### config.mk
export PLATFORM = sky130hd
export DESIGN_NAME = npu_cq_fetch
export DESIGN_NICKNAME = d
export VERILOG_FILES = /design/src/rtl/npu_cq_fetch.sv
export SDC_FILE = /design/constraint.sdc
export NUM_CORES = 1
export LEC_CHECK = 0
export ABC_AREA = 0
export CAP_MARGIN = 20
export CORE_AREA = 2 2 295 297
export CTS_BUF_LIST = sky130_fd_sc_hd__clkbuf_2
export CTS_CLUSTER_SIZE = 24
export DETAILED_ROUTE_END_ITERATION = 10
export DIE_AREA = 0 0 297 299
export GPL_TIMING_DRIVEN = 0
export PLACE_DENSITY = 0.46
export REMOVE_ABC_BUFFERS = 1
export SLEW_MARGIN = 10
export SYNTH_ARGS = -nofsm -noshare
export SYNTH_HDL_FRONTEND = slang
export SYNTH_SLANG_ARGS = --single-unit
### constraint.sdc
create_clock -name clk -period 10 [get_ports clk]
set_input_delay 2.5 -clock clk [delete_from_list [all_inputs] [get_ports clk]]
set_output_delay 2.5 -clock clk [all_outputs]
set_load 0.05 [all_outputs]
### src/rtl/npu_cq_fetch.sv
// Command-queue fetch stage: walks the descriptor ring from head up to the
// doorbell-latched tail with one read outstanding, handing each descriptor out on valid/ready.
module npu_cq_fetch #(
   parameter int ADDR_W = 64,
   parameter int PTR_W  = 32,
   parameter int DESC_W = 256
) (
   input  logic              clk,
   input  logic              rst,
   input  logic [ADDR_W-1:0] cfg_base,
   input  logic [PTR_W-1:0]  cfg_size,
   input  logic [PTR_W-1:0]  cfg_tail,
   input  logic              doorbell,
   output logic [PTR_W-1:0]  head,
   output logic              busy,
   output logic              mem_req_valid,
   input  logic              mem_req_ready,
   output logic [ADDR_W-1:0] mem_req_addr,
   input  logic              mem_rsp_valid,
   input  logic [DESC_W-1:0] mem_rsp_data,
   output logic              desc_valid,
   input  logic              desc_ready,
   output logic [DESC_W-1:0] desc_data,
   output logic [7:0]        desc_opcode,
   output logic              irq_cq_empty,
   output logic              irq_cfg_err
);

   localparam int               DESC_BYTES = DESC_W / 8;
   localparam logic [PTR_W-1:0] STRIDE     = PTR_W'(DESC_BYTES);

   typedef enum logic [1:0] {IDLE, REQ, WAIT, OUT} state_t;

   state_t            state_reg;
   logic [PTR_W-1:0]  head_reg;
   logic [PTR_W-1:0]  tail_reg;
   logic              mem_req_valid_reg;
   logic              desc_valid_reg;
   logic              irq_cq_empty_reg;
   logic              irq_cfg_err_reg;

   logic              cfg_ok;
   logic              db_accept;
   logic              rsp_fire;
   logic [PTR_W-1:0]  tail_next;
   logic [PTR_W-1:0]  head_inc;
   logic [PTR_W-1:0]  head_next;

   // Ring geometry and tail must both sit on descriptor boundaries, tail inside the ring.
   assign cfg_ok    = (cfg_size != '0) && (cfg_size[4:0] == 5'd0) &&
                      (cfg_tail[4:0] == 5'd0) && (cfg_tail < cfg_size);
   assign db_accept = doorbell && cfg_ok;

   // A doorbell landing this cycle already counts for the drain decision.
   assign tail_next = db_accept ? cfg_tail : tail_reg;
   assign head_inc  = head_reg + STRIDE;
   assign head_next = (head_inc == cfg_size) ? '0 : head_inc;
   assign rsp_fire  = (state_reg == WAIT) && mem_rsp_valid;

   always_ff @(posedge clk) begin
      if (rst) begin
         state_reg         <= IDLE;
         head_reg          <= '0;
         tail_reg          <= '0;
         mem_req_valid_reg <= 1'b0;
         desc_valid_reg    <= 1'b0;
         irq_cq_empty_reg  <= 1'b0;
         irq_cfg_err_reg   <= 1'b0;
      end else begin
         irq_cq_empty_reg <= 1'b0;
         irq_cfg_err_reg  <= doorbell && !cfg_ok;
         tail_reg         <= tail_next;
         case (state_reg)
            IDLE: begin
               if (head_reg != tail_next) begin
                  state_reg         <= REQ;
                  mem_req_valid_reg <= 1'b1;
               end
            end
            REQ: begin
               if (mem_req_ready) begin
                  state_reg         <= WAIT;
                  mem_req_valid_reg <= 1'b0;
               end
            end
            WAIT: begin
               if (mem_rsp_valid) begin
                  state_reg      <= OUT;
                  desc_valid_reg <= 1'b1;
               end
            end
            OUT: begin
               if (desc_ready) begin
                  desc_valid_reg <= 1'b0;
                  head_reg       <= head_next;
                  if (head_next != tail_next) begin
                     state_reg         <= REQ;
                     mem_req_valid_reg <= 1'b1;
                  end else begin
                     state_reg        <= IDLE;
                     irq_cq_empty_reg <= 1'b1;
                  end
               end
            end
            default: begin
               state_reg         <= IDLE;
               mem_req_valid_reg <= 1'b0;
               desc_valid_reg    <= 1'b0;
            end
         endcase
      end
   end

   // Descriptor holding register, one byte lane per generate slice.
   genvar gi;
   generate
      for (gi = 0; gi < DESC_BYTES; gi++) begin : g_byte
         logic [7:0] byte_reg;
         always_ff @(posedge clk) begin
            if (rst) begin
               byte_reg <= 8'h00;
            end else if (rsp_fire) begin
               byte_reg <= mem_rsp_data[8*gi +: 8];
            end
         end
         assign desc_data[8*gi +: 8] = byte_reg;
      end
   endgenerate

   assign head          = head_reg;
   assign busy          = (state_reg != IDLE);
   assign mem_req_valid = mem_req_valid_reg;
   assign mem_req_addr  = cfg_base + {{(ADDR_W-PTR_W){1'b0}}, head_reg};
   assign desc_valid    = desc_valid_reg;
   assign desc_opcode   = desc_data[7:0];
   assign irq_cq_empty  = irq_cq_empty_reg;
   assign irq_cfg_err   = irq_cfg_err_reg;

endmodule
==> impl_metrics.toml, run 1 <==
[status]
status = "complete, no violations"

[flow_run]
max_cap_violations = 0

[yosys]
synth.most_common_cell = "nand2_1"
ys_seq_elements = 326
synth_commonest_cells = "nand2_1, a21oi_1, dfxtp_1"
synth_top_cell_by_area = "dfxtp_1"
synth_edf_count = 0
synth_flop_cell = "dfxtp_1"
ys_warn_count = 0
syn_inst = 2368
syn_avg_cell_area_um2 = 7.51
synth-seq-area-share = 0.367
yosysTopAreaCellShare = 0.367
ys_top_cells_by_area = "dfxtp_1, nand2_1, a21oi_1, xnor2_1, ha_1"
async_flop_share = 0
syn_area_um2 = 17800
ys_types = 83

[clock_tree]
cts_made_buffers = 101
cts_num_sinks = 326
postCtsSetupBuffers = 0
clkLatencyLatePin_ps = 1200
clk_pin_slew_ps = 70
tritoncts = "done"
htreeDepth = 3
clockBufferDepth = 3
ctsHoldBuffers = 0
clockRootBuffer = "clkbuf_2"

[timing]
drv_slew = 0
setup_violations = 0
hold_viol = 0
clock.fmax_ghz = 0.104
fin_crit_sh = 0.963
rsz0062_at_grt = "false"
fin_setup_tns_ps = 0
clock_skew_ps = 165
worstMarginPinSlew_ps = 1070
relSlewSlack = 0.287
fin_crit_ps = 9630

[worst_setup_path]
crit_fanout = 9
slowest_stage = "or4_1"
max_stage_delay_ps = 560
r2r_slack_ps = 3440
crit_chain = "clkdlybuf4s50_1 -> ha_1 -> a21o_1 -> a21oi_1 -> o21ai_0 -> a21oi_1 -> o21ai_1 -> a41oi_1 -> o31a_1 -> or4_1 -> a211o_1 -> a311oi_4 -> nand2_2 -> nor3_1 -> xnor2_1 -> clkdlybuf4s15_2"
crit_type = "input pin to output pin"
required_ps = 7500
critPathLaunchType = "input pin"
critPathCaptureType = "output pin"
path_common_cell = "a21oi_1"
startpoint = "cfg_base[1]"
reg2reg_from = "head[5]"
critical_path_arrival_ps = 7130

[global_routing]
grt_pass1_vias = 19492
gr-total-overflow = 0
grt_pass1_wl_um = 140000
globalRouteTotalUtil = 0.214
antenna_found_initial = 32
grt_max_degree = 121

[die]
die_x_um = 297
start_util = 0.207
num_io_pins = 755
chipHeight_um = 299
core-area_um2 = 85900
fp-row-count = 108
die_area_um2 = 88800

[placed_design]
dp_cells = 4142
place_area_um2 = 26600
place.gp.congestion = 0.968
dp.final_hpwl_um = 77600
portBuffers = 754

[detailed_routing]
wirelength_um = 99300
viasPerCell = 4.63
dr.pass1.iters = 6
drt_iter0_drc = 1367
detail-route-antenna-nets = 0
wl_per_cell_um = 23.1
vias = 19929
drcViolationCount = 0

[final_layout]
stdcell_count = 4304
design_area_um2 = 27400
final_nets = 3551
drive_above_1_share = 0.0680
largest_register_ffs = 248
area_growth_pct = 54.1

[min_path]
hold_path.startpoint = "g_byte[23].byte_reg[2]"
hold_path.class = "flop to flop"

[pwr]
ir_drop_uv = 63.8
powerDensity_nw_per_um2 = 103
leakagePower_uw = 0.00992
power.total_uw = 2810
-- timing repair --
action	in CTS	in global routing
endpoints found under the setup margin	33	33
gates resized for setup	43	22
pin swaps	0	0
-- per-stage QoR --
stage          setup WS [ps]   util  hold slack (ps)
6_report                 371  0.319              456
3_3_place_gp           -6540  0.304              442
4_1_cts                0.330  0.319              458
3_5_place_dp            -945  0.310              446
5_1_grt                 3.62  0.319              471
2_1_floorplan          -1140      -              469
-- path summary, 6_finish.rpt --
check                            to  cells past startpoint
max                mem_req_addr[39]                     16
min          g_byte[23].byte_reg[2]                      2
max reg2reg           mem_req_valid                     16
min reg2reg  g_byte[23].byte_reg[2]                      2
-- report_power, final --
group | total, uW | internal [uW] | switching (uW)
Clock | 1030 | 372 | 659
Combinational | 470 | 221 | 249
Sequential | 1310 | 1310 | 5.85
-- per-layer routing --
metal | up-vias | GRT usage | part of all wire | wire length [um]
met1 | 9313 | 0.240 | 0.38 | 38200
met3 | 193 | 0.0759 | 0.093 | 9250
li1 | 9586 | - | - | -
met5 | - | 0 | 0.00014 | 14
met2 | 835 | 0.384 | 0.50 | 49600
met4 | 2 | 0.0554 | 0.023 | 2240
-- worst max-delay path, delay by kind of cell --
family | cells | cell delay, ps
compound gates | 9 | 2310
simple gates | 3 | 1040
buf+inv | 2 | 820
fa+ha+maj | 1 | 280
xor+xnor | 1 | 160
-- cells in the final DEF, fill, tap and decap left out, types with 9 or more instances in the layout --
| master | count |
|---|---|
| nor3_1 | 37 |
| clkbuf_2 | 140 |
| xor2_1 | 38 |
| a21o_1 | 36 |
| clkdlybuf4s50_1 | 721 |
| buf_16 | 12 |
| nor2_1 | 139 |
| nor4_1 | 38 |
| o31ai_1 | 9 |
| inv_1 | 67 |
| and3_1 | 16 |
| dfxtp_1 | 326 |
| mux2i_1 | 36 |
| dlygate4sd2_1 | 13 |
| clkinv_1 | 14 |
| or3_1 | 11 |
| xnor2_1 | 111 |
| o21ai_0 | 50 |
| nand2_1 | 607 |
| o211ai_1 | 9 |
| nand3_1 | 41 |
| nand4_1 | 30 |
| and2_1 | 16 |
| a21oi_1 | 340 |
| nor2b_1 | 14 |
| ha_1 | 70 |
| nand2b_1 | 10 |
-- layout make-up --
class	instances	area, um2
fill	9395	58500
clock inverter	24	140
tap	1155	1450
inverter	68	255
multi-input combinational	1818	10400
clock buffer	134	671
timing repair buffer	775	7970
sequential	326	6530
antenna	4	10.0
-- cells by family (layout without fill, tap and decap cells) --
| kind of cell | Yosys count | after routing | synth area share |
|---|---|---|---|
| AND/OR/NAND/NOR | 1022 | 1022 | 0.259 |
| flip-flops | 326 | 326 | 0.367 |
| adder cells (fa/ha/maj) | 71 | 71 | 0.0503 |
| AO/OA/AOI/OAI | 535 | 535 | 0.175 |
| buffers and inverters | 224 | 1001 | 0.0520 |
| other | 0 | 4 | 0 |
| XOR/XNOR | 150 | 150 | 0.0746 |
| multiplexers | 40 | 40 | 0.0228 |
No activity file was read; power rests on OpenSTA's default activity.
==> run 2: changes to the inputs <==
--- a/config.mk
+++ b/config.mk
@@ -6,12 +6,11 @@
 export NUM_CORES = 1
 export LEC_CHECK = 0
 export ABC_AREA = 0
-export CAP_MARGIN = 20
-export CORE_AREA = 2 2 295 297
+export CORE_AREA = 2 2 294 296
 export CTS_BUF_LIST = sky130_fd_sc_hd__clkbuf_2
 export CTS_CLUSTER_SIZE = 24
 export DETAILED_ROUTE_END_ITERATION = 10
-export DIE_AREA = 0 0 297 299
+export DIE_AREA = 0 0 296 298
 export GPL_TIMING_DRIVEN = 0
 export PLACE_DENSITY = 0.46
 export REMOVE_ABC_BUFFERS = 1
==> run 2 against run 1 <==
Against the previous run: largest power group unchanged; register-to-register slack improved by 30 ps; die area fell by 0.67%; design area fell by 0.26%; utilization rose by 0.31 points; highest routed layer unchanged.
==> impl_metrics.toml, run 2 (synthesis gave the netlist of run 1 again) <==
[clock_tree]
cts_made_buffers = 100
clockBufferDepth = 3
cts_num_sinks = 326
clk_pin_slew_ps = 70
clockRootBuffer = "clkbuf_2"
tritoncts = "done"
clkLatencyLatePin_ps = 1130
htreeDepth = 3
ctsHoldBuffers = 0

[timing]
rsz0062_at_grt = "false"
hold_viol = 0
clock_skew_ps = 131
worstMarginPinSlew_ps = 1180
relSlewSlack = 0.207
fin_setup_tns_ps = 0
fin_crit_ps = 9710
fin_crit_sh = 0.971
drv_slew = 0
setup_violations = 0
clock.fmax_ghz = 0.103

[min_path]
hold_path.class = "flop to flop"
min_path_cells = 2
min_to = "g_byte[11].byte_reg[5]"
hold_path.startpoint = "g_byte[11].byte_reg[5]"

[placed_design]
place.gp.congestion = 0.925
place_area_um2 = 26500
dp_cells = 4129
portBuffers = 754
dp.final_hpwl_um = 76700

[status]
status = "complete, no violations"

[final_layout]
drive_above_1_share = 0.0729
final_common_cell = "clkdlybuf4s50_1"
nFillCells = 9328
design_area_um2 = 27400
area_growth_pct = 53.7
final_nets = 3548
largest_register_ffs = 248
utilization = 0.322
final_cell_mix = "clkdlybuf4s50_1, nand2_1, a21oi_1"
stdcell_count = 4306

[global_routing]
globalRouteTotalUtil = 0.214
grt_pass1_vias = 19536
gr-total-overflow = 0
grt_pass1_wl_um = 137000
grt_max_degree = 118
antenna_found_initial = 26

[worst_setup_path]
rr_endpoint = "mem_req_valid"
critical_path_arrival_ps = 7210
rr_worst_depth = 18
r2r_slack_ps = 3470
required_ps = 7500
crit_fanout = 9
crit_type = "input pin to output pin"
critPathCaptureType = "output pin"
reg2reg_from = "head[5]"
critPathLaunchType = "input pin"

[die]
core-area_um2 = 84900
fp-row-count = 107
num_io_pins = 755
die_x_um = 296
start_util = 0.210
chipHeight_um = 298
die_area_um2 = 88200

[detailed_routing]
drcViolationCount = 0
vias = 19912
dr.pass1.iters = 5
viasPerCell = 4.62
drt_iter0_drc = 1208
wirelength_um = 98100
wl_per_cell_um = 22.8
detail-route-antenna-nets = 0

[pwr]
powerDensity_nw_per_um2 = 103
leakagePower_uw = 0.00989
ir_drop_uv = 63.8

[flow_run]
max_cap_violations = 0
==> run 2: cell types whose count changed in the layout (fill, tap and decap cells not counted), moves of 3 or more <==
cell	change
diode_2	+3
clkdlybuf4s15_2	+3
buf_16	-4
clkbuf_2	+18
clkdlybuf4s15_1	-3
dlygate4sd2_1	-8
clkinv_1	+7
==> run 2: metal layers <==
metal / up-vias / GRT usage / routed length [um]
met5: - / 0 / 22
met4: 4 / 0.0509 / 1880
met3: 148 / 0.0700 / 8990
met2: 798 / 0.382 / 49000
met1: 9372 / 0.243 / 38200
li1: 9590 / - / -
==> run 2: what timing repair did <==
item,CTS,global route
pin swaps,0,0
endpoints found under the setup margin,33,29
resized for setup,50,38
buffers inserted,0,0
==> run 2: final cells by class <==
cell class	count	area, um2	share of cell area
diodes	7	17.5	0.000640
clock buffers	142	711	0.0260
clock inverters	28	145	0.00531
inverters	68	255	0.00933
multi-input cells	1818	10400	0.380
flip-flops and latches	326	6530	0.239
well taps	1144	1430	0.0523
repair buffers	773	7860	0.287
==> run 2: worst max-delay path by stage <==
stage	startpoint	endpoint	slack, ps	depth (start not counted)
2_1_floorplan	cfg_size[15]	mem_req_valid	-1140	15
3_3_place_gp	cfg_size[15]	mem_req_valid	-6260	16
3_5_place_dp	cfg_base[1]	mem_req_addr[39]	-1100	16
4_1_cts	cfg_base[0]	mem_req_addr[28]	8	18
5_1_grt	cfg_base[0]	mem_req_addr[24]	10	17
6_report	cfg_base[1]	mem_req_addr[39]	290	16
==> run 2: worst max-delay path, cell delays in order <==
cell             delay (ps)
clkdlybuf4s50_1         420
ha_1                    280
a21o_1                  100
a21oi_1                  90
o21ai_0                 210
a21oi_1                 170
o21ai_1                 290
a41oi_1                 310
o31a_1                  390
or4_1                   560
a211o_1                 370
a311oi_4                450
nand2_2                 260
nor3_1                  230
xnor2_1                 170
clkdlybuf4s15_2         400
==> run 2: report_power, final <==
group | internal [uW] | switching, uW
Clock | 388 | 656
Sequential | 1310 | 6.15
Combinational | 220 | 247
==> run 2: metrics by stage <==
| step | hold WS (ps) | total power, uW | worst slack [ps] |
|---|---|---|---|
| 2_1_floorplan | 469 | 1520 | -1140 |
| 3_3_place_gp | 441 | 1820 | -6260 |
| 3_5_place_dp | 446 | 1810 | -1100 |
| 4_1_cts | 457 | 2890 | 8.30 |
| 5_1_grt | 469 | 2990 | 11.7 |
| 6_report | 454 | 2820 | 295 |
==> run 3: changes to the inputs <==
--- a/config.mk
+++ b/config.mk
@@ -8,7 +8,7 @@
 export ABC_AREA = 0
 export CORE_AREA = 2 2 294 296
 export CTS_BUF_LIST = sky130_fd_sc_hd__clkbuf_2
-export CTS_CLUSTER_SIZE = 24
+export CTS_CLUSTER_SIZE = 8
 export DETAILED_ROUTE_END_ITERATION = 10
 export DIE_AREA = 0 0 296 298
 export GPL_TIMING_DRIVEN = 0
==> run 3 against run 2 <==
Against the previous run: maximum frequency about the same; utilization grew 0.052 points; setup slack better by 7.5 ps; sequential power hardly changed; final cell count is 0.16% higher; register-to-register slack about the same; combinational power about the same; critical path depth unchanged; clock-buffer cell count rose by 1; routed wire length increased by 0.19%; via count grew 0.14%; highest routed layer unchanged.
==> impl_metrics.toml, run 3 (synthesis gave the netlist of run 1 again) <==
[status]
status = "complete, no violations"

[detailed_routing]
vias = 19940
drt_iter0_drc = 1316
detail-route-antenna-nets = 0
wirelength_um = 98300
viasPerCell = 4.62
dr.pass1.iters = 6
wl_per_cell_um = 22.8
drcViolationCount = 0

[worst_setup_path]
r2r_slack_ps = 3470
required_ps = 7500
critical_path_arrival_ps = 7200
crit_type = "input pin to output pin"
rr_endpoint = "mem_req_valid"
crit_chain = "clkdlybuf4s50_1 -> ha_1 -> a21o_1 -> a21oi_1 -> o21ai_0 -> a21oi_1 -> o21ai_1 -> a41oi_1 -> o31a_1 -> or4_1 -> a211o_1 -> a311oi_4 -> nand2_2 -> nor3_1 -> xnor2_1 -> clkdlybuf4s15_2"
cp_top_family = "compound AO/OA/AOI/OAI gates"
crit_fanout = 9
endpoint = "mem_req_addr[39]"
slowest_stage = "or4_1"
path_common_cell = "a21oi_1"
reg2reg_from = "head[5]"
critPathCaptureType = "output pin"
path_buf_inv = 2
rr_worst_depth = 18
max_stage_delay_ps = 560
startpoint = "cfg_base[1]"
critPathLaunchType = "input pin"
worst-path-stages = 16

[global_routing]
grt_pass1_wl_um = 137000
antenna_found_initial = 23
gr-total-overflow = 0
grt_max_degree = 118
grt_pass1_vias = 19472
globalRouteTotalUtil = 0.214

[pwr]
powerDensity_nw_per_um2 = 104
ir_drop_uv = 65.6
leakagePower_uw = 0.00992

[die]
num_io_pins = 755
die_x_um = 296
fp-row-count = 107
core-area_um2 = 84900
die_area_um2 = 88200
start_util = 0.210
chipHeight_um = 298

[final_layout]
final_nets = 3547
design_area_um2 = 27400
drive_above_1_share = 0.0736
final_common_cell = "clkdlybuf4s50_1"
area_growth_pct = 54.0
utilization = 0.323
largest_register_ffs = 248
final_cell_mix = "clkdlybuf4s50_1, nand2_1, a21oi_1"
stdcell_count = 4313

[flow_run]
max_cap_violations = 0

[timing]
hold_slack_ps = 454
rsz0062_at_grt = "false"
setup_violations = 0
clock_skew_ps = 143
relSlewSlack = 0.196
hold_viol = 0
drv_slew = 0
fin_setup_tns_ps = 0
fin_crit_ps = 9700
worstMarginPinSlew_ps = 1200
clock.fmax_ghz = 0.103
fin_crit_sh = 0.970

[clock_tree]
clk_pin_slew_ps = 70
clkLatencyLatePin_ps = 1120
htreeDepth = 3
tritoncts = "done"
postCtsSetupBuffers = 0
cts_made_buffers = 99
cts_num_sinks = 326
clockRootBuffer = "clkbuf_2"
clockBufferDepth = 3
ctsHoldBuffers = 0

[placed_design]
dp_cells = 4129
portBuffers = 754
place.gp.congestion = 0.925
dp.final_hpwl_um = 76700
place_area_um2 = 26500

[min_path]
hold_path.class = "flop to flop"
## run 3: what timing repair did
item / in CTS / in global routing
endpoints found under the setup margin: 33 / 29
cloned: 0 / 0
resized for setup: 50 / 38
## run 3: layout make-up
cell class | count | area (um2)
sequential | 326 | 6530
timing repair buffer | 773 | 7860
tap | 1144 | 1430
fill | 9331 | 57500
multi-input combinational | 1818 | 10400
clock buffer | 143 | 716
clock inverter | 36 | 189
inverter | 68 | 255
antenna | 5 | 12.5
## run 3: worst min path at each step
stage                      startpoint                     end  slack [ps]  cells past startpoint
2_1_floorplan             tail_reg[1]             tail_reg[1]         470                      1
3_3_place_gp   g_byte[20].byte_reg[0]  g_byte[20].byte_reg[0]         440                      2
3_5_place_dp   g_byte[11].byte_reg[2]  g_byte[11].byte_reg[2]         450                      2
4_1_cts        g_byte[11].byte_reg[5]  g_byte[11].byte_reg[5]         460                      2
5_1_grt        g_byte[22].byte_reg[4]  g_byte[22].byte_reg[4]         470                      2
6_report       g_byte[11].byte_reg[5]  g_byte[11].byte_reg[5]         450                      2
## run 3: per-layer routing
| metal | vias up | wire length (um) | global-route usage |
|---|---|---|---|
| li1 | 9601 | - | - |
| met1 | 9375 | 38100 | 0.243 |
| met2 | 815 | 49100 | 0.382 |
| met3 | 147 | 9320 | 0.0709 |
| met4 | 2 | 1820 | 0.0497 |
| met5 | - | 12 | 0 |
## run 3: worst register-to-register path, cell delays in order, from the launching register on
cell	delay [ps]
dfxtp_1	810
ha_1	500
nand4_2	380
nor4_4	880
nand3_4	180
and3_4	270
a2111oi_2	290
nand4_1	270
nor4_4	600
buf_6	230
buf_6	180
buf_6	170
buf_8	170
o211ai_1	110
o41a_1	180
nor4_1	280
nand2_1	150
o31ai_1	330
mux2_1	350
## run 3: power breakdown
| part | switching, uW | internal, uW | total, uW |
|---|---|---|---|
| combinational | 247 | 220 | 467 |
| clock | 665 | 417 | 1080 |
| sequential | 6.12 | 1310 | 1310 |
## run 3: stage by stage
stage          power (uW)  worst slack, ps
2_1_floorplan        1520            -1140
3_3_place_gp         1820            -6260
3_5_place_dp         1810            -1100
4_1_cts              2930             8.30
5_1_grt              3020             4.45
6_report             2860              302
